### config.mk
export PLATFORM = sky130hd
export DESIGN_NAME = filter_sequencer
export DESIGN_NICKNAME = d
export VERILOG_FILES = /design/src/rtl/filter_sequencer.sv
export SDC_FILE = /design/constraint.sdc
export NUM_CORES = 1
export LEC_CHECK = 0
export ABC_CLOCK_PERIOD_IN_PS = 1600
export CORE_MARGIN = 2
export CORE_UTILIZATION = 40
export CTS_BUF_LIST = sky130_fd_sc_hd__clkbuf_4 sky130_fd_sc_hd__clkbuf_8 sky130_fd_sc_hd__clkbuf_16
export CTS_CLUSTER_SIZE = 30
export DETAILED_ROUTE_END_ITERATION = 10
export PLACE_DENSITY = 0.66
export SYNTH_ARGS = -nofsm -noshare
export SYNTH_HDL_FRONTEND = slang
export SYNTH_SLANG_ARGS = --single-unit
### constraint.sdc
create_clock -name clock -period 1.6 [get_ports clock]
set_input_delay 0.24 -clock clock [delete_from_list [all_inputs] [get_ports clock]]
set_output_delay 0.24 -clock clock [all_outputs]
set_load 0.01 [all_outputs]
### src/rtl/filter_sequencer.sv
// filter_sequencer: feeds upstream symbols to the polyphase filter, one symbol per OS sample strobes.
// Optional FILTER_SEQ_PRBS_EN adds i_prbs_sel and an internal PRBS9 symbol source.
module filter_sequencer #(
    parameter int OS     = 4,
    parameter int NB_DIV = 8,
    parameter int NB_PH  = $clog2(OS)
) (
    input  logic              clock,
    input  logic              reset,
    input  logic              i_enable,
    input  logic [NB_DIV-1:0] i_div,
    input  logic              i_bit,
    input  logic              i_bit_valid,
`ifdef FILTER_SEQ_PRBS_EN
    input  logic              i_prbs_sel,
`endif
    input  logic              i_clr_underrun,
    output logic              o_bit_ready,
    output logic              o_filt_bit,
    output logic              o_filt_valid,
    output logic              o_filt_enable,
    output logic [NB_PH-1:0]  o_phase,
    output logic              o_sample_valid,
    output logic              o_underrun
);

    typedef enum logic [1:0] {IDLE, FILL, RUN} state_t;

    state_t            state;
    logic [NB_DIV-1:0] cnt;
    logic              full;
    logic              buf_bit;
    logic              prbs_on;
    logic              prbs_bit;
    logic              hs;
    logic              tc;
    logic              boundary;
    logic              underrun_set;

`ifdef FILTER_SEQ_PRBS_EN
    logic [8:0] lfsr;

    assign prbs_on  = i_prbs_sel;
    assign prbs_bit = lfsr[8];

    // x^9 + x^5 + 1; symbol is the MSB, one advance per consumed symbol
    always_ff @(posedge clock or posedge reset) begin
        if (reset)
            lfsr <= '1;
        else if (state == IDLE)
            lfsr <= '1;
        else if (prbs_on && i_enable && ((state == FILL) || boundary))
            lfsr <= {lfsr[7:0], lfsr[8] ^ lfsr[4]};
    end
`else
    assign prbs_on  = 1'b0;
    assign prbs_bit = 1'b0;
`endif

    assign o_bit_ready   = ~prbs_on & ((state == FILL) | ((state == RUN) & ~full));
    assign o_filt_enable = (state == RUN);
    assign hs            = i_bit_valid & o_bit_ready;
    // exact compare: a count already past a lowered i_div runs on to all-ones and wraps
    assign tc            = (cnt == i_div);
    assign boundary      = o_filt_valid & (o_phase == NB_PH'(OS - 1));
    assign underrun_set  = i_enable & boundary & ~prbs_on & ~full & ~hs;

    always_ff @(posedge clock or posedge reset) begin
        if (reset) begin
            state          <= IDLE;
            cnt            <= '0;
            o_phase        <= '0;
            full           <= 1'b0;
            buf_bit        <= 1'b0;
            o_filt_bit     <= 1'b0;
            o_filt_valid   <= 1'b0;
            o_sample_valid <= 1'b0;
            o_underrun     <= 1'b0;
        end else begin
            o_sample_valid <= o_filt_valid;
            o_filt_valid   <= 1'b0;
            if (!i_enable) begin
                state   <= IDLE;
                cnt     <= '0;
                o_phase <= '0;
                full    <= 1'b0;
            end else begin
                case (state)
                    IDLE: state <= FILL;
                    FILL: begin
                        if (prbs_on || hs) begin
                            o_filt_bit <= prbs_on ? prbs_bit : i_bit;
                            state      <= RUN;
                        end
                    end
                    RUN: begin
                        cnt          <= tc ? '0 : cnt + NB_DIV'(1);
                        o_filt_valid <= tc;
                        if (o_filt_valid)
                            o_phase <= o_phase + NB_PH'(1);
                        if (boundary) begin
                            if (prbs_on) begin
                                o_filt_bit <= prbs_bit;
                            end else if (full) begin
                                o_filt_bit <= buf_bit;
                                full       <= 1'b0;
                            end else begin
                                // same-cycle arrival bypasses the empty buffer
                                o_filt_bit <= hs ? i_bit : 1'b0;
                            end
                        end else if (hs) begin
                            buf_bit <= i_bit;
                            full    <= 1'b1;
                        end
                    end
                    default: state <= IDLE;
                endcase
            end
            if (underrun_set)
                o_underrun <= 1'b1;
            else if (i_clr_underrun)
                o_underrun <= 1'b0;
        end
    end

endmodule
# Yosys cells after proc, flatten, opt, wreduce, memory -nomap -nowiden
# Index checks and enable logic that the tools add are counted.
[op_classes] shift=0 reduce_logical=8 n_div=0 mux=22 order_cmp=0 n_eq_ne=11 multipliers=0 n_bitwise=10 add_sub_neg=2
[op_table] operator="$mux 8" count=3
[op_table] operator="$mux 1" count=12
[op_table] operator="$mux 2" count=5
[op_table] operator="$add 8x1->8 const B" count=1
[op_table] operator="$eq 8x8->1" count=1
[op_table] operator="$reduce_and 4->1" count=2
[op_table] operator="$and 1x1->1" count=6
[op_table] operator="$ne 2x1->1 const B" count=3
[op_table] operator="$pmux 2 s3" count=1
[op_table] operator="$reduce_and 2->1" count=3
[op_table] operator="$eq 2x2->1 const B" count=2
[op_table] operator="$ne 2x2->1 const B" count=2
[op_table] operator="$reduce_bool 2->1" count=2
[op_table] operator="$ne 3x1->1 const B" count=1
[op_table] operator="$ne 3x3->1 const B" count=1
[op_table] operator="$not 1->1" count=3
[op_table] operator="$add 2x1->2 const B" count=1
[op_table] operator="$eq 2x1->1 const B" count=1
[op_table] operator="$logic_not 2->1" count=1
[op_table] operator="$pmux 1 s2" count=1
[op_table] operator="$or 1x1->1" count=1
[totals] ramBits=0 memories=0 elab_cells=62 romBits=0 reg_bits=18 in_bits=14 latch_bits=0 output_inout_bits=8

# Logic depth before layout (Yosys ltp)
[logic_depth] depth_word=8 ltp_mapped=6 ltp_nobuf=6

# Worst setup path before layout
# Ideal clock, no wire load.
[synth_path] path_type="flip-flop to flip-flop" startpoint="register state[0]" endpoint="register buf_bit" path_stages_with_launch=7 period_less_slack_ps=1416 setup_ps=128 arrival_ps=1288 setup_slack_ps=184 path_cell_list="dfrtp_1 -> inv_1 -> ha_1 -> buf_2 -> nand3_1 -> o21ai_0 -> o31ai_1"
[synth_between] elab_chain_len=5 word_cells_on_any_way=6
[synth_rtl] element="from (decl)" line="29" text="state_t state;"
[synth_rtl] element="from (signal assigned)" line="70" text="state <= IDLE;"
[synth_rtl] element="from (signal assigned)" line="83" text="state <= IDLE;"
[synth_rtl] element="from (signal assigned)" line="89" text="IDLE: state <= FILL;"
[synth_rtl] element="$eq 2x2->1 *"
[synth_rtl] element="net o_filt_enable" line="21" text="output logic o_filt_enable,"
[synth_rtl] element="$and 1x1->1" line="60" text="assign o_bit_ready = ~prbs_on & ((state == FILL) | ((state == RUN) & ~full));"
[synth_rtl] element="$or 1x1->1" line="60"
[synth_rtl] element="$and 1x1->1" line="62" text="assign hs = i_bit_valid & o_bit_ready;"
[synth_rtl] element="$reduce_and 4->1 (no line) *"
[synth_rtl] element="to (signal assigned)" line="112" text="buf_bit <= i_bit;"
[synth_rtl] element="to (decl)" line="32" text="logic buf_bit;"
# Mark *: on every way through the listed nets, which the timed path passes. The rest lies on a longest branch.
# A chain may end at the register's enable or synchronous reset.

# Final worst setup path
[layout_path] startpoint="register state[1]" endpoint="output port o_bit_ready"
[layout_between] elab_chain_len=3 word_cells_on_any_way=4
[layout_rtl] element="$eq 2x2->1" line="60"
[layout_rtl] element="$and 1x1->1" line="60"
[layout_rtl] element="$or 1x1->1 *" line="60"
[layout_rtl] element="to (decl)" line="18" text="output logic o_bit_ready,"
# Every way passes the cells marked *; elsewhere a longest branch is shown, timed or not.

==> flow_summary.toml <==
[sta]
rsz0062_at_grt = "yes"
setup-tns-final_ns = -0.0190
min_period_over_period_pct = 101
relSlewSlack_pct = 79.0
finalHoldViolCount = 0
max_slew.worst_pin.slew_ns = 0.315
fmax_mhz = 618
clock_skew_ns = 0.00372
post-route-min-period_ns = 1.62
final_max_slew_viol_count = 0
fin_hold_ws_ns = 0.269
setup_violations = 1
fin_ws_ns = -0.0190

[logic_synthesis]
synth_fp_nets = 124
ys_seq_elements = 18
synth_seq_area_share_pct = 44.4
synth_area_um2 = 1010
synth_area_per_cell_um2 = 9.66
synth_warnings = 0
syn_inst = 105
ys_types = 29

[die]
coreArea_um2 = 2430
die_x_um = 54.4
die_h_um = 54.4
start_util_pct = 41.7
die_area_um2 = 2960
fp-row-count = 18
top_level_ports = 22

[worst_setup_path]
worstSetupEndpointType = "primary output"
critPathArrivalTime_ns = 1.38
cp_max_fo = 3
crit_buf_inv = 1
slowest_delay_ns = 0.45
r2r_start = "state[1]"
critPathLaunchType = "flip-flop"
required_ns = 1.36
r2r-end = "o_filt_bit"
crit_type = "flip-flop to primary output"
ff2ff_setup_slack_ns = 0.09
r2r.worst_path.cells = 6
cp_slowest_cell = "dfrtp_2"
path_cells = "ha_4 > nor2b_4 > or2_4 > buf_6"
cp_top_family = "flip-flops"

[global_routing]
grt_use_met1_pct = 21.4
gr-total-overflow = 0
grt_first_pass_wirelength_mm = 3.83
busiest_layer = "met2"
globalRouteMet3Util_pct = 3.01
grt_usage_pct = 18.0
grt_max_degree = 19
grt_pass1_vias = 912
antenna_found_initial = 0
gr-usage-met2_pct = 31.3

[power_and_ir_drop]
vdd.ir_drop.worst_uv = 527
power_density_nw_per_um2 = 740
p_leak_uw = 0.000571
fin_total_pwr_uw = 1020

[clock_tree]
cts.path.max_buffers = 2
root_buffer = "clkbuf_4"
cts.sinks = 18
htreeDepth = 1
cts_buffers = 3
path_clk_slew_ns = 0.10
tritoncts = "built"
clock_latency_ns = 0.28

[final_layout]
fillCellCount = 230
layoutNonFillerInstCount = 165
final_layout_size_suffix_gt1_share_pct = 19.3
final_nets = 156
antenna_cells = 0
final_core_util_pct = 56.6
syn_to_final_growth_pct = 35.6

[route]
routed_wl_mm = 2.16
drt-pass1-iter-count = 4
postRouteAntennaNets = 0
drt-initial-drc-count = 17
drc_errors = 0
wl_per_cell_um = 13.1
viasPerCell = 5.10
num_vias = 841

[flow_run]
max_cap_viol_count = 0

[place]
io_buffers = 21
dp_hpwl_mm = 1.59
routabilityCongestion = 0.820
dp_cells = 162

[min_path]
hp-class = "input port to async pin"

[status]
violations = "negative setup slack"
outcome = "finished, violations left"
## synth_stat cells
library cell,number,area (um2)
dfrtp_1,18,450
nor2_1,9,33.8
xnor2_1,9,78.8
inv_1,6,22.5
nand2_1,6,22.5
nand3_1,6,30.0
nand4_1,6,37.5
xor2_1,6,52.6
a21oi_1,5,25.0
ha_1,5,62.6
and2_1,3,18.8
o21ai_0,3,15.0
o21ai_1,3,15.0
and3_1,2,12.5
nand2b_1,2,12.5
nor2b_1,2,12.5
o22ai_1,2,12.5
a21boi_0,1,7.51
a31oi_1,1,6.26
and4_1,1,8.76
buf_2,1,5.00
clkbuf_1,1,3.75
inv_2,1,3.75
mux2_2,1,11.3
nand3b_1,1,7.51
nand4bb_1,1,11.3
o31ai_1,1,7.51
o31ai_4,1,21.3
or2_2,1,6.26
## worst max path at each step
stage | start | end | slack (ns) | cells past startpoint
global placement | state[0] | o_bit_ready | -0.08 | 5
finish | state[1] | o_bit_ready | -0.02 | 4
floorplan | state[0] | buf_bit | 0.18 | 6
global route | state[0] | o_bit_ready | -0.08 | 5
CTS | state[1] | o_bit_ready | -0.01 | 4
detailed placement | state[0] | o_bit_ready | -0.12 | 5
## tightest hold or removal path, stage by stage
cell and delay, ns:
clkdlybuf4s50_1 0.40, inv_1 0.05, buf_4 0.24
## logic make-up after synthesis
logic type / Yosys count / share of synthesized area [%]
AND/OR/NAND/NOR: 40 / 21.1
flip-flops: 18 / 44.4
AO/OA/AOI/OAI: 17 / 10.9
XOR/XNOR: 15 / 12.9
buffers and inverters: 9 / 3.45
adder cells (fa/ha/maj): 5 / 6.17
multiplexers: 1 / 1.11
## power by group
part,switching [uW],internal [uW]
logic,127,168
registers,23.1,485
clock network,128,87.3
## stage by stage
stage	cell area [um2]	setup WS (ns)
4_1_cts	1370	-0.0112
3_3_place_gp	1310	-0.0846
6_report	1380	-0.0190
3_5_place_dp	1310	-0.120
5_1_grt	1380	-0.0822
2_1_floorplan	1010	0.184
## area by class of cell
| cell class | count | area, um2 | area share [%] |
|---|---|---|---|
| Timing Repair Buffer | 29 | 270 | 19.6 |
| Inverter | 7 | 26.3 | 1.91 |
| Clock buffer | 3 | 22.5 | 1.64 |
| Multi-Input combinational cell | 78 | 568 | 41.3 |
| Tap cell | 30 | 37.5 | 2.73 |
| Sequential cell | 18 | 452 | 32.8 |
## routing by layer
metal  vias up  part of all wire [%]
li1        425                     -
met1       397                    46
met2        15                    49
met5         -                     0
met3         4                   3.3
met4         0                   1.3
## state kept, by name, summed over array words and instances (netlist names)
register	flops
buf_bit	1
o_underrun	1
state	2
o_filt_bit	1
cnt	8
full	1
o_phase	2
o_filt_valid	1
o_sample_valid	1
## cells in the final DEF (no fill, tap or decap), drive strengths merged, types with 7 or more instances in the layout
master	count
buf	9
clkdlybuf4s50	19
dfrtp	18
inv	7
nor2	9
xnor2	9
## repair_timing
item | CTS | global route
buffers inserted | 0 | 0
pin swaps | 1 | 0
endpoints found under the hold margin | 0 | 0
hold buffers | 0 | 0
endpoints found under the setup margin | 2 | 5
resized for setup | 14 | 8
Power figures use the tool's default switching activity.
